$ cat src/rtl/multi_debounce.sv
// Debounces N_CH asynchronous buttons; one prescaler tick is shared by all channels.
// Latency: SYNC_STAGES + between (N_STABLE-1)*TICK_DIV+1 and N_STABLE*TICK_DIV cycles.
// Backpressure: none; the block is free-running and its outputs are always valid.
module multi_debounce #(
    parameter int N_CH        = 4,
    parameter int TICK_DIV    = 100000,
    parameter int N_STABLE    = 10,
    parameter int SYNC_STAGES = 2
) (
    input  logic            clk,
    input  logic            reset,
    input  logic [N_CH-1:0] button_in,
    output logic [N_CH-1:0] db_signal,
    output logic [N_CH-1:0] rise_pulse,
    output logic [N_CH-1:0] fall_pulse,
    output logic            tick
);

    localparam int PW = (TICK_DIV > 1) ? $clog2(TICK_DIV) : 1;
    localparam int CW = (N_STABLE > 1) ? $clog2(N_STABLE + 1) : 1;
    localparam logic [PW-1:0] P_LAST = PW'(TICK_DIV - 1);
    localparam logic [CW-1:0] C_LAST = CW'(N_STABLE - 1);

    typedef enum logic [1:0] {
        ZERO  = 2'd0,
        WAIT1 = 2'd1,
        ONE   = 2'd2,
        WAIT0 = 2'd3
    } state_t;

    // Stage 0 samples the pin; the last stage is the only one the FSMs may read.
    logic [SYNC_STAGES-1:0][N_CH-1:0] sync_q;
    logic [N_CH-1:0]                  s;

    always_ff @(posedge clk or posedge reset) begin
        if (reset) begin
            sync_q <= '0;
        end else begin
            sync_q <= {sync_q[SYNC_STAGES-2:0], button_in};
        end
    end

    assign s = sync_q[SYNC_STAGES-1];

    logic [PW-1:0] pcnt_q;

    always_ff @(posedge clk or posedge reset) begin
        if (reset) begin
            pcnt_q <= '0;
            tick   <= 1'b0;
        end else begin
            tick   <= (pcnt_q == P_LAST);
            pcnt_q <= (pcnt_q == P_LAST) ? '0 : pcnt_q + 1'b1;
        end
    end

    for (genvar i = 0; i < N_CH; i++) begin : g_ch
        state_t        state_q, state_d;
        logic [CW-1:0] cnt_q, cnt_d;
        logic          db_q, rise_q, fall_q;

        always_comb begin
            state_d = state_q;
            cnt_d   = cnt_q;
            case (state_q)
                ZERO: begin
                    if (s[i]) begin
                        state_d = WAIT1;
                        cnt_d   = '0;
                    end
                end
                WAIT1: begin
                    // Any return to the old level aborts, tick or not.
                    if (!s[i]) begin
                        state_d = ZERO;
                    end else if (tick) begin
                        if (cnt_q == C_LAST) state_d = ONE;
                        else                 cnt_d   = cnt_q + 1'b1;
                    end
                end
                ONE: begin
                    if (!s[i]) begin
                        state_d = WAIT0;
                        cnt_d   = '0;
                    end
                end
                WAIT0: begin
                    if (s[i]) begin
                        state_d = ONE;
                    end else if (tick) begin
                        if (cnt_q == C_LAST) state_d = ZERO;
                        else                 cnt_d   = cnt_q + 1'b1;
                    end
                end
                default: state_d = ZERO;
            endcase
        end

        // Outputs are registered from the next state so level and pulse move together.
        always_ff @(posedge clk or posedge reset) begin
            if (reset) begin
                state_q <= ZERO;
                cnt_q   <= '0;
                db_q    <= 1'b0;
                rise_q  <= 1'b0;
                fall_q  <= 1'b0;
            end else begin
                state_q <= state_d;
                cnt_q   <= cnt_d;
                db_q    <= (state_d == ONE) || (state_d == WAIT0);
                rise_q  <= (state_q == WAIT1) && (state_d == ONE);
                fall_q  <= (state_q == WAIT0) && (state_d == ZERO);
            end
        end

        assign db_signal[i]  = db_q;
        assign rise_pulse[i] = rise_q;
        assign fall_pulse[i] = fall_q;
    end

endmodule

$ cat config.mk
export PLATFORM = sky130hd
export DESIGN_NAME = multi_debounce
export DESIGN_NICKNAME = d
export VERILOG_FILES = /design/src/rtl/multi_debounce.sv
export SDC_FILE = /design/constraint.sdc
export NUM_CORES = 1
export LEC_CHECK = 0
export ABC_CLOCK_PERIOD_IN_PS = 5050
export CAP_MARGIN = 15
export CORE_MARGIN = 1
export CORE_UTILIZATION = 31
export DETAILED_ROUTE_END_ITERATION = 7
export PLACE_DENSITY = 0.55
export SKIP_CTS_REPAIR_TIMING = 1
export SLEW_MARGIN = 15
export SYNTH_ARGS = -nofsm -noshare
export SYNTH_HDL_FRONTEND = slang
export SYNTH_SLANG_ARGS = --single-unit
$ cat constraint.sdc
create_clock -name clk -period 5.05 [get_ports clk]
set_input_delay 1.01 -clock clk [delete_from_list [all_inputs] [get_ports clk]]
set_output_delay 1.01 -clock clk [all_outputs]
set_load 0.02 [all_outputs]
==> impl_metrics.env <==
export IMPL_clock_latency_ns=0.32
export IMPL_relSlewSlack_pct=53.83
export IMPL_dp_slack_ns=2.522
export IMPL_grt_pass1_wl_microns=7507
export IMPL_critPathLaunch="tick"
export IMPL_synth_nets=259
export IMPL_numPortBuffers=18
export IMPL_cp_max_fo=23
export IMPL_worst_setup_path_type="register to primary output"
export IMPL_r2r_start="pcnt_q[0]"
export IMPL_routedWlPerCell_microns=11.71
export IMPL_cellPowerDensity_nw_per_um2=280.7
export IMPL_setup_viol_count_final=0
export IMPL_synth_cells=244
export IMPL_final_max_slew_viol_count=0
export IMPL_fin_crit_sh_pct=56.65
export IMPL_htreeDepth=3
export IMPL_fin_cells=368
export IMPL_hold_viol_final=0
export IMPL_rsz0062_at_grt="no"
export IMPL_drt_iter0_drc=48
export IMPL_fin_crit_ns=2.861
export IMPL_coreArea_sq_um=8299
export IMPL_critPathArrivalTime_ns=1.85
export IMPL_ys_seq_area_share_pct=54.03
export IMPL_outcome="finished, final reports clean"
export IMPL_drv_cap=0
export IMPL_dp_hpwl_microns=3038
export IMPL_worstPathCellList="clkdlybuf4s50_1"
export IMPL_rrSetupSlack_ns=2.99
export IMPL_n_antenna_cell=0
export IMPL_worst_pin_slew_ns=0.6926
export IMPL_drive_above_1_share_pct=9.125
export IMPL_initial_core_util_pct=32.37
export IMPL_synthToLayoutAreaGrowth_pct=14.44
export IMPL_cts_clk_slew_worst_paths_ns=0.06
export IMPL_nets=274
export IMPL_worstSetupStartpointType="register"
export IMPL_worstPathBufferInverterCount=1
export IMPL_timing_final_ws_setup_ns=2.189
export IMPL_required_ns=4.04
export IMPL_cts_tree="yes"
export IMPL_syn_avg_cell_area_sq_um=11.01
export IMPL_grt_antenna_before_repair=0
export IMPL_min_from="sync_q[1]"
export IMPL_clock_sinks=58
export IMPL_slowest_stage="dfrtp_1"
export IMPL_yosysWarnings=0
export IMPL_cts_root_buf="clkbuf_8"
export IMPL_ant_nets=0
export IMPL_ys_types=36
export IMPL_num_rows=33
export IMPL_cts_buffer_depth=2
export IMPL_first_pass_iters=6
export IMPL_avgViaCountPerCell=4.813
export IMPL_p_leak_nw=1.353
export IMPL_place_inst=353
export IMPL_path_delay_family="flip-flops"
export IMPL_numCtsBuffers=9
export IMPL_place_congestion=0.7574
export IMPL_drt_total_wl_microns=4311
export IMPL_vias=1771
export IMPL_dieWidth_microns=95.09
export IMPL_die_h_microns=95.09
export IMPL_grt_pass1_vias=1698
export IMPL_drc=0
export IMPL_cp_end_kind="primary output"
export IMPL_netlist_area_sq_um=2686
export IMPL_ys_seq_elements=58
export IMPL_ir_drop_mv=0.09940
export IMPL_max_freq_mhz=349.6
export IMPL_grt_ovfl_total=0
export IMPL_pin_count=19
export IMPL_grt_use_total_pct=10.90
export IMPL_grt_start_max_net_pins=32
export IMPL_slowest_delay_ns=0.79
export IMPL_hp_class="register to register"
export IMPL_finalClockSkew_ns=0.007479
export IMPL_fin_tns_setup_ns=0
export IMPL_die_area_sq_um=9042
==> per-stage QoR <==
step / utilization [%] / instance area [sq um] / total power, mW / hold WS (ns)
floorplan: - / 2686 / 0.4967 / 0.3312
global placement: 34.99 / 2904 / 0.5063 / 0.3329
detailed placement: 34.99 / 2904 / 0.5071 / 0.3358
CTS: 37.04 / 3074 / 0.8813 / 0.3508
global route: 37.04 / 3074 / 0.9013 / 0.3553
finish: 37.04 / 3074 / 0.8631 / 0.3465
==> final timing paths <==
check / end / cells after the start
worst max register to register: pcnt_q[3] / 5
max in group asynchronous: g_ch[3].cnt_q[2] / 3
worst min-delay path: s[1] / 0
min in group asynchronous: pcnt_q[9] / 2
worst min register to register: s[1] / 0
worst max-delay path: tick / 1
==> placed cells by master, fill, tap and decap left out, types with 4 or more instances in the layout <==
cell,instances
inv_1,12
nor2_1,23
o21ai_0,4
ha_1,9
clkdlybuf4s50_1,18
nand2_1,10
xnor2_1,9
nand3_1,16
nand4_1,11
a21oi_1,5
mux2_2,5
nor3b_1,8
clkbuf_8,11
nand3b_1,8
o32ai_1,4
dfrtp_1,58
xor2_1,17
a31oi_1,4
==> state kept, by name (all words and copies together), names as in the netlist <==
signal        flops
g_ch.state_q      4
g_ch.rise_q       4
g_ch.cnt_q       16
g_ch.db_q         4
pcnt_q           17
s                 4
sync_q            4
tick              1
g_ch.fall_q       4
==> kinds of logic (layout without fill, tap and decap cells) <==
logic type               count (synthesis)  count (layout)  synth area share [%]
AO/OA/AOI/OAI                           26              26                 6.614
XOR/XNOR                                26              26                 8.477
adder cells (fa/ha/maj)                  9               9                 4.192
buffers and inverters                   28              47                 5.589
flip-flops                              58              58                 54.03
multiplexers                             5               5                 2.096
AND/OR/NAND/NOR                         92              92                 19.00
==> power by group <==
group / internal, mW / leakage (nW) / total [mW] / switching, mW
logic: 0.00808 / 0.493 / 0.0226 / 0.0145
registers: 0.470 / 0.768 / 0.475 / 0.00523
clock network: 0.199 / 0.0920 / 0.366 / 0.166
==> cell type report <==
class	count	area, sq um
Clock buffer	12	155.1
Tap cell	105	131.4
Timing Repair Buffer	19	187.7
Sequential cell	58	1451
Clock inverter	3	15.01
Multi-Input combinational cell	158	1085
Fill cell	823	5225
Inverter	13	48.80
==> synth_stat cells <==
cell / count / area, sq um
nor3b_1: 8 / 60.06
xnor2_1: 9 / 78.83
nor2b_1: 1 / 6.260
xor2_1: 17 / 148.9
a31oi_1: 4 / 25.02
nand4_1: 11 / 68.82
and3_2: 1 / 7.510
and4_2: 1 / 10.01
nand2b_1: 3 / 18.77
or3_4: 1 / 11.26
nand3b_1: 8 / 60.06
nand2_1: 10 / 37.54
ha_1: 9 / 112.6
nor3_1: 2 / 10.01
mux2_2: 5 / 56.30
o32ai_1: 4 / 35.03
buf_4: 12 / 90.09
o31ai_1: 1 / 7.510
o21ai_0: 4 / 20.02
o22a_1: 1 / 8.760
a21o_1: 2 / 15.01
a21oi_1: 5 / 25.02
dfrtp_1: 58 / 1451
or3_1: 1 / 6.260
inv_1: 13 / 48.80
nor2_1: 23 / 86.33
a21boi_0: 1 / 7.510
a22o_1: 3 / 26.28
nor4bb_1: 1 / 10.01
clkbuf_1: 2 / 7.510
nand3_1: 16 / 80.08
and4_1: 1 / 8.760
nor4_1: 1 / 6.260
buf_1: 1 / 3.750
or4_1: 3 / 22.52
o21bai_1: 1 / 7.510
==> worst reg2reg max path, stage by stage (launching register included) <==
cell,delay [ns]
dfrtp_1,0.43
ha_1,0.29
nand2_1,0.13
or4_1,0.50
nor2_1,0.44
nor2_1,0.12
==> per-layer routing <==
metal | vias to the layer above | part of all wire (%) | track usage (%)
li1 | 868 | - | -
met1 | 878 | 46 | 13.38
met2 | 16 | 49 | 17.20
met3 | 9 | 2.3 | 2.392
met4 | 0 | 2.1 | 7.197
met5 | - | 0 | 0
Power figures use the tool's default switching activity.
